--- config.mk ---
export PLATFORM = sky130hd
export DESIGN_NAME = flipflop_step_ctrl
export DESIGN_NICKNAME = d
export VERILOG_FILES = /design/src/rtl/flipflop_step_ctrl.sv
export SDC_FILE = /design/constraint.sdc
export NUM_CORES = 1
export LEC_CHECK = 0
export CORE_MARGIN = 1.5
export CORE_UTILIZATION = 31
export DETAILED_ROUTE_END_ITERATION = 7
export SYNTH_ARGS = -nofsm -noshare
export SYNTH_HDL_FRONTEND = slang
export SYNTH_SLANG_ARGS = --single-unit
--- constraint.sdc ---
create_clock -name CLK -period 2.5 [get_ports CLK]
set_input_delay 0.25 -clock CLK [delete_from_list [all_inputs] [get_ports CLK]]
set_output_delay 0.25 -clock CLK [all_outputs]
set_load 0.005 [all_outputs]
--- src/rtl/flipflop_step_ctrl.sv ---
// ---------------------------------------------------------------------------
// flipflop_step_ctrl
//
// Turns the lab push-button into clean, single-cycle step-enable pulses for
// the D / JK / T flip-flop bank, all inside the fast system clock domain.
// Manual mode: one debounced press produces one pulse on the selected
// flip-flop (or on all three). Auto mode: a free-running timer steps the
// three flip-flops in round-robin order.
//
// Parameters:
//   DEBOUNCE_CYCLES  stable synced samples needed to accept a press/release
//   AUTO_PERIOD      cycles between auto-mode steps (>= 2)
//
// Ports:
//   CLK         system clock, rising edge
//   Reset       asynchronous, active-high reset
//   btn_in      raw push-button level (asynchronous to CLK)
//   auto_mode   0 = manual stepping, 1 = round-robin auto stepping
//   sel         manual target: 0 = D, 1 = JK, 2 = T, 3 = all
//   step_en     one-cycle step pulses: bit0 = D, bit1 = JK, bit2 = T
//   busy        manual FSM is not in IDLE
//   rr_ptr      next auto-mode target (0, 1 or 2)
//   step_count  number of cycles with a step pulse (wraps at 256)
//
// Optional feature macro: STEP_COUNT_EN
//   defined   -> step_count is a live 8-bit event counter
//   undefined -> step_count is tied to zero and no counter is built
// ---------------------------------------------------------------------------
module flipflop_step_ctrl #(
    parameter logic [15:0] DEBOUNCE_CYCLES = 16'd50000,
    parameter logic [23:0] AUTO_PERIOD     = 24'd10000000
) (
    input  logic       CLK,
    input  logic       Reset,
    input  logic       btn_in,
    input  logic       auto_mode,
    input  logic [1:0] sel,
    output logic [2:0] step_en,
    output logic       busy,
    output logic [1:0] rr_ptr,
    output logic [7:0] step_count
);

    typedef enum logic [1:0] {
        IDLE     = 2'd0,
        CONFIRM  = 2'd1,
        FIRE     = 2'd2,
        WAIT_REL = 2'd3
    } state_t;

    state_t      state;
    logic [15:0] cnt;
    logic [23:0] timer;
    logic        mode_q;
    logic        btn_meta;
    logic        btn_s;

    function automatic logic [2:0] sel_onehot(input logic [1:0] s);
        case (s)
            2'd0:    return 3'b001;
            2'd1:    return 3'b010;
            2'd2:    return 3'b100;
            default: return 3'b111;
        endcase
    endfunction

    function automatic logic [2:0] rr_onehot(input logic [1:0] p);
        case (p)
            2'd0:    return 3'b001;
            2'd1:    return 3'b010;
            default: return 3'b100;
        endcase
    endfunction

    function automatic logic [1:0] rr_next(input logic [1:0] p);
        return (p == 2'd2) ? 2'd0 : p + 2'd1;
    endfunction

    // Two-flop synchronizer for the raw button level
    always_ff @(posedge CLK or posedge Reset) begin
        if (Reset) begin
            btn_meta <= 1'b0;
            btn_s    <= 1'b0;
        end else begin
            btn_meta <= btn_in;
            btn_s    <= btn_meta;
        end
    end

    // Manual debounce FSM, auto timer and the registered step pulse.
    // mode_q remembers last cycle's auto_mode so a mode change is seen as a
    // one-cycle event: the pulse owed by the old mode is still issued, then
    // both engines restart from their idle/zero state.
    always_ff @(posedge CLK or posedge Reset) begin
        if (Reset) begin
            state   <= IDLE;
            cnt     <= 16'd0;
            busy    <= 1'b0;
            step_en <= 3'b000;
            timer   <= 24'd0;
            rr_ptr  <= 2'd0;
            mode_q  <= 1'b0;
        end else begin
            mode_q  <= auto_mode;
            step_en <= 3'b000;
            if (auto_mode != mode_q) begin
                if (mode_q && (timer == AUTO_PERIOD - 24'd1))
                    step_en <= rr_onehot(rr_ptr);
                else if (!mode_q && (state == FIRE))
                    step_en <= sel_onehot(sel);
                timer  <= 24'd0;
                rr_ptr <= 2'd0;
                state  <= IDLE;
                cnt    <= 16'd0;
                busy   <= 1'b0;
            end else if (auto_mode) begin
                state <= IDLE;
                cnt   <= 16'd0;
                busy  <= 1'b0;
                if (timer == AUTO_PERIOD - 24'd1) begin
                    timer   <= 24'd0;
                    step_en <= rr_onehot(rr_ptr);
                    rr_ptr  <= rr_next(rr_ptr);
                end else begin
                    timer <= timer + 24'd1;
                end
            end else begin
                timer  <= 24'd0;
                rr_ptr <= 2'd0;
                case (state)
                    IDLE: begin
                        if (btn_s) begin
                            state <= CONFIRM;
                            cnt   <= 16'd1;
                            busy  <= 1'b1;
                        end
                    end
                    // The press is accepted on the sample after cnt has
                    // reached DEBOUNCE_CYCLES, so the pulse lands
                    // 2 + DEBOUNCE_CYCLES + 1 cycles after the first sample.
                    CONFIRM: begin
                        if (!btn_s) begin
                            state <= IDLE;
                            cnt   <= 16'd0;
                            busy  <= 1'b0;
                        end else if (cnt == DEBOUNCE_CYCLES) begin
                            state <= FIRE;
                        end else begin
                            cnt <= cnt + 16'd1;
                        end
                    end
                    FIRE: begin
                        step_en <= sel_onehot(sel);
                        state   <= WAIT_REL;
                        cnt     <= 16'd0;
                    end
                    // Release completes on the DEBOUNCE_CYCLES-th consecutive
                    // low sample; any high sample restarts the count.
                    WAIT_REL: begin
                        if (btn_s) begin
                            cnt <= 16'd0;
                        end else if (cnt == DEBOUNCE_CYCLES - 16'd1) begin
                            state <= IDLE;
                            cnt   <= 16'd0;
                            busy  <= 1'b0;
                        end else begin
                            cnt <= cnt + 16'd1;
                        end
                    end
                    default: begin
                        state <= IDLE;
                        cnt   <= 16'd0;
                        busy  <= 1'b0;
                    end
                endcase
            end
        end
    end

`ifdef STEP_COUNT_EN
    // One count per pulse cycle; a sel = 3 pulse is a single event
    always_ff @(posedge CLK or posedge Reset) begin
        if (Reset)
            step_count <= 8'd0;
        else if (step_en != 3'b000)
            step_count <= step_count + 8'd1;
    end
`else
    assign step_count = 8'd0;
`endif

endmodule

# Word-level counts from Yosys, hierarchy flattened
# Cells that the tools add are included.
# word_totals
wordCells,78
inputBits,6
regBits,51
# op_classes
eq_ne,18
add_sub_neg,3
reduce_logical,10
muxes,38
# ops
op,n
16-bit two-way mux,7
24-bit two-way mux,3
16-bit one-hot mux with 4 select lines,1
"16-bit equality test, second input constant",2
"24-bit by 1-bit adder with 24-bit output, second input constant",1
"24-bit equality test, second input constant",1
2-bit two-way mux,11
3-bit two-way mux,6
"16-bit by 1-bit adder with 16-bit output, second input constant",1
"4-bit != test, second input constant",4
"5-bit != test, second input constant",2
3-bit one-hot mux with 3 select lines,1
"2-bit equality test, second input constant",4
2-bit one-hot mux with 4 select lines,1
"2-bit by 1-bit equality test with 1-bit output, second input constant",3
2-bit logical NOT,3
1-bit two-way mux,6
3-bit one-hot mux with 2 select lines,1
5-bit AND reduction,1
5-bit nonzero test,1
4-bit AND reduction,1
"3-bit by 1-bit != test with 1-bit output, second input constant",1
1-bit one-hot mux with 3 select lines,1
"2-bit by 1-bit adder with 2-bit output, second input constant",1
other kinds (4),5

# Longest topological paths before layout
# depth
depth_word,6
depth_mapped,9
mapped_depth_nobuf,7

# Worst setup path after synthesis
# OpenSTA, ideal clock, no wires.
# synth_timing
path_type,in2reg
startpoint,input port auto_mode
endpoint,register cnt[11]
stages,9
arrival_time_ns,2.250
required_ns,2.372
setup_time_ns,0.128
path_slack_ns,0.122
path_cell_list,buf_2 -> inv_1 -> ha_1 -> buf_2 -> nor4b_1 -> or4b_2 -> a2111oi_2 -> xnor2_1 -> nor2_1
# synth_via
elab_chain_len,3
word_cells_on_any_way,6
cone_classes,eq/ne: 3; mux: 2; reduce/logical: 1
# synth_rtl
item,line_no,rtl
start: declaration,36,"input logic auto_mode,"
1-bit != test,106,if (auto_mode != mode_q) begin
5-bit != test (no source line) / 4-bit != test (equally long branches),--,
2-bit AND reduction (no source line),--,
end signal: assignment,149,cnt <= cnt + 16'd1;
end signal: assignment,167,cnt <= cnt + 16'd1;
end: declaration,52,logic [15:0] cnt;
# Parallel ways exist; a longest one is shown, timed or not.
# A chain may end at the register's enable or synchronous reset.

# Worst setup path after layout
# layout_timing
startpoint,register cnt[12]
endpoint,register cnt[14]
# layout_via
elab_chain_len,6
word_cells_on_any_way,12
cone_classes,add/sub: 1; eq/ne: 3; mux: 7; reduce/logical: 1
# layout_rtl
item,line_no,rtl
16-bit by 1-bit adder with 16-bit output / 16-bit equality test (equally long branches),"149, 167, 162",
16-bit two-way mux (on tied branches),"162, 146",
16-bit two-way mux (on tied branches),"160, 142",
16-bit one-hot mux with 4 select lines,130,case (state)
16-bit two-way mux,116,end else if (auto_mode) begin
16-bit two-way mux,106,
# Parallel ways exist; a longest one is shown, timed or not. The select of a mux whose other input is x is not followed.

==> results.md <==
- complete, no violations — status
- 0 — Max Cap Viol
- 51 — Sink Count
- 99.16 um — die outline height
- sky130_fd_sc_hd__dfrtp_1 — Synth area leader
- 1 — sum of buffers and inverters on the critical path
- simple AND/OR/NAND/NOR gates — kind of cell adding the most delay to the critical path
- 51 — synthesis-stage register bit count
- 9.877% — proportion of layout cells with a drive suffix above 1
- 100.0% — async set or reset register ratio after synthesis
- 0 — Max Slew Vio Count
- 0 — CTS resizes
- 9459 um — global-route wire length before repair
- 95.37% — share of the clock period used by the worst path
- 9.587 um^2 — mean cell area of the mapped netlist
- 2.384 ns — shortest clock period the worst path allows after layout
- 0 ns — setup TNS
- 0.006330 ns — setup clock skew after layout
- 0.0002188 V — maximum vdd ir drop
- 342 — net count of the finished layout
- 0 — final count of negative-setup-slack endpoints
- 0 — DRC violation count after routing
- 0.8506 — routability-driven placement congestion ratio
- 0 — Post-CTS Repair Setup Buffers
- 0.57 ns — delay of the slowest critical-path stage
- 5312 um — total length of routed wires
- 32.40% — starting utilization of the core area
- 44.52% — Yosys top cell area share
- 0 — diode insertion count for antenna repair
- 3254 um^2 — post-route cell area
- 4 — DRT Pass-1 Iters
- 458.4 nW/um^2 — Pwr Density
- 299 — instance count of the mapped netlist
- 11 — count of buffers from port buffering
- 0 — number of enable flip-flop cells after synthesis
- 60 — Starting DRT DRC Count
- 0 — Final Hold Violating Endpoints
- 3156 um^2 — Placement Cell Area
- flop — kind of start point of the critical path
- sky130_fd_sc_hd__dfrtp_1, sky130_fd_sc_hd__nor2_1, sky130_fd_sc_hd__xnor2_1 — main area contributors after synthesis
- input pin to async pin — path category of the worst min-delay check
- 34 — row cnt
- 9 — largest fanout on the critical path
- 0 — antenna violations before repair
- 0 — number of antenna-violating nets in the routed design
- 2.58 ns — CP Data Arrival Time
- 12.30 um — detail-routed net length per standard cell
- 99.16 um — DIE WIDTH
- 2111 — Via Count
- flop — endpoint kind of the worst setup timing path
- 1.352 nW — Leak Pwr
- 0.30 ns — insertion delay to the later sink of the worst-skew pair
- 6 — number of cells traversed by the worst register-to-register path
- flop to flop — critical path start-end classification
- 4.887 — detail-routed via count per cell
- 0 — leftover overflow at the end of global routing
- 8848 um^2 — Core Area
- 0.12 ns — setup slack of the most critical reg-to-reg path
- 0.10 ns — post-CTS clock slew at the launch and capture registers of the worst setup and hold paths
- sky130_fd_sc_hd__or4_4 — library cell contributing the largest single delay on the critical path
- or3_1, or4_4, a41o_4, nor2b_1, buf_4, a211o_1 — worst path cell trace
- 0 — quantity of hold-fixing buffers added after cts
- no — setup repair after global routing missed its margin
- 13.53% — Area Growth Syn to Fin
- 44.52% — register area share after synthesis
- cnt[12]$_DFFE_PP0P_ — beginning of the critical path
- 51 — library cells used by synthesis
- 9833 um^2 — area of the die
- 11.53% — global router's overall resource usage
- cnt[14]$_DFFE_PP0P_ — R2R Path End
- 2 — H-tree levels
- cnt[12]$_DFFE_PP0P_ — Reg-to-Reg Start
- 2087 — via count of the first global-routing pass
- 3992 um — dpl hpwl
- 20 — IO Count
- 0 — count of warnings emitted by yosys
- sky130_fd_sc_hd__clkbuf_8 — Clock Root Buffer
- 5 — total clock buffers created by CTS
- 2866 um^2 — cell area after technology mapping
- sky130_fd_sc_hd__dfrtp_1 — Synth Flop Type
- built — TritonCTS clock tree
- 2 — number of buffers on the longest clock path
- 2.69 ns — Worst EP required
- 23 — maximum number of pins on one net before global-route repair
- 0.4194 GHz — Max Freq
where the power goes:
part	internal (mW)	switching [mW]	total (mW)	leakage (nW)
Sequential	0.837	0.0130	0.850	0.702
Clock	0.226	0.275	0.501	0.0474
Combinational	0.0598	0.0808	0.141	0.603
Total	1.12	0.369	1.49	1.35
state kept, by name (all words and copies together) (netlist names):
signal,cells
timer,24
cnt,16
step_en,3
rr_ptr,2
state,2
btn_meta,1
btn_s,1
busy,1
mode_q,1
worst register-to-register path, stage by stage, from the launching register on:
cell	delay [ns]
sky130_fd_sc_hd__dfrtp_1	0.42
sky130_fd_sc_hd__or3_1	0.43
sky130_fd_sc_hd__or4_4	0.57
sky130_fd_sc_hd__a41o_4	0.33
sky130_fd_sc_hd__nor2b_1	0.14
sky130_fd_sc_hd__buf_4	0.14
sky130_fd_sc_hd__a211o_1	0.25
metal layers:
layer	global-route usage (%)	part of all wire, %
met5	0	0
met4	2.600	0.62
met2	19.89	48
met3	2.178	2.1
met1	15.13	49
per-stage QoR:
stage / hold WS (ns) / utilization (%) / setup WS, ns / total power, mW / std cells
after floorplan: 0.2814 / - / 0.1220 / 0.9594 / 306
after global placement: 0.3344 / 35.66 / -0.08161 / 1.006 / 424
after detailed placement: 0.3405 / 35.66 / -0.1048 / 1.009 / 424
after CTS: 0.2683 / 36.78 / 0.1025 / 1.517 / 432
after global routing: 0.2833 / 36.78 / 0.04846 / 1.571 / 432
final: 0.2496 / 36.78 / 0.1157 / 1.492 / 432
cell usage in the layout, fill, tap and decap left out, types with 2 or more instances in the layout:
| master | count |
|---|---|
| sky130_fd_sc_hd__dfrtp_1 | 51 |
| sky130_fd_sc_hd__nor2_1 | 45 |
| sky130_fd_sc_hd__nand2_1 | 19 |
| sky130_fd_sc_hd__xnor2_1 | 19 |
| sky130_fd_sc_hd__inv_1 | 16 |
| sky130_fd_sc_hd__nand3_1 | 15 |
| sky130_fd_sc_hd__nor3_1 | 13 |
| sky130_fd_sc_hd__ha_1 | 13 |
| sky130_fd_sc_hd__xor2_1 | 11 |
| sky130_fd_sc_hd__clkdlybuf4s50_1 | 11 |
| sky130_fd_sc_hd__buf_4 | 11 |
| sky130_fd_sc_hd__conb_1 | 8 |
| sky130_fd_sc_hd__nor4_1 | 6 |
| sky130_fd_sc_hd__nand4_1 | 6 |
| sky130_fd_sc_hd__clkbuf_8 | 6 |
| sky130_fd_sc_hd__o21ai_0 | 5 |
| sky130_fd_sc_hd__and3_1 | 5 |
| sky130_fd_sc_hd__a21o_1 | 5 |
| sky130_fd_sc_hd__a22o_1 | 4 |
| sky130_fd_sc_hd__or3_1 | 3 |
| sky130_fd_sc_hd__nor2b_1 | 3 |
| sky130_fd_sc_hd__or2_2 | 3 |
| sky130_fd_sc_hd__nand4b_1 | 2 |
| sky130_fd_sc_hd__nand4bb_1 | 2 |
| sky130_fd_sc_hd__mux2i_1 | 2 |
| sky130_fd_sc_hd__a31oi_1 | 2 |
| sky130_fd_sc_hd__mux2_2 | 2 |
| sky130_fd_sc_hd__a21oi_1 | 2 |
| sky130_fd_sc_hd__and4_1 | 2 |
| sky130_fd_sc_hd__and2_1 | 2 |
| sky130_fd_sc_hd__o31ai_1 | 2 |
| sky130_fd_sc_hd__nor4b_1 | 2 |
| sky130_fd_sc_hd__a211oi_1 | 2 |
| sky130_fd_sc_hd__a221oi_1 | 2 |
worst max path at each step:
stage	to	slack, ns	depth (start not counted)
after floorplan	cnt[11]$_DFFE_PP0P_	0.12	9
after global placement	cnt[11]$_DFFE_PP0P_	-0.08	8
after detailed placement	cnt[11]$_DFFE_PP0P_	-0.10	8
after CTS	cnt[14]$_DFFE_PP0P_	0.10	6
after global routing	cnt[14]$_DFFE_PP0P_	0.05	6
final	cnt[14]$_DFFE_PP0P_	0.12	6
cell type report:
type,count,area (um^2)
sequential,51,1276
inverter,17,63.81
tap,108,135.1
clock buffer,6,82.58
fill,910,5594
multi-input combinational,225,1468
timing repair buffer,23,212.7
clock inverter,2,16.27
synthesized netlist by cell type (3+ instances only):
library cell	number
sky130_fd_sc_hd__nand4_1	6
sky130_fd_sc_hd__o21ai_0	5
sky130_fd_sc_hd__nor2_1	45
sky130_fd_sc_hd__dfrtp_1	51
sky130_fd_sc_hd__xnor2_1	19
sky130_fd_sc_hd__or3_1	3
sky130_fd_sc_hd__nor3_1	13
sky130_fd_sc_hd__buf_4	8
sky130_fd_sc_hd__nor2b_1	3
sky130_fd_sc_hd__xor2_1	11
sky130_fd_sc_hd__inv_1	17
sky130_fd_sc_hd__or2_2	3
sky130_fd_sc_hd__buf_2	5
sky130_fd_sc_hd__nor4_1	6
sky130_fd_sc_hd__a22o_1	4
sky130_fd_sc_hd__ha_1	13
sky130_fd_sc_hd__nand2_1	19
sky130_fd_sc_hd__nand3_1	15
sky130_fd_sc_hd__a21o_1	5
sky130_fd_sc_hd__and3_1	5
kinds of logic (layout without fill, tap and decap cells):
group	after synthesis	in the layout	synth area share, %
adder cells (fa/ha/maj)	13	13	5.675
AO/OA/AOI/OAI	34	34	9.341
other	1	8	0.1308
AND/OR/NAND/NOR	136	136	24.49
flip-flops	51	51	44.52
XOR/XNOR	30	30	9.166
multiplexers	4	4	1.484
buffers and inverters	30	48	5.194
Power figures use the tool's default switching activity.
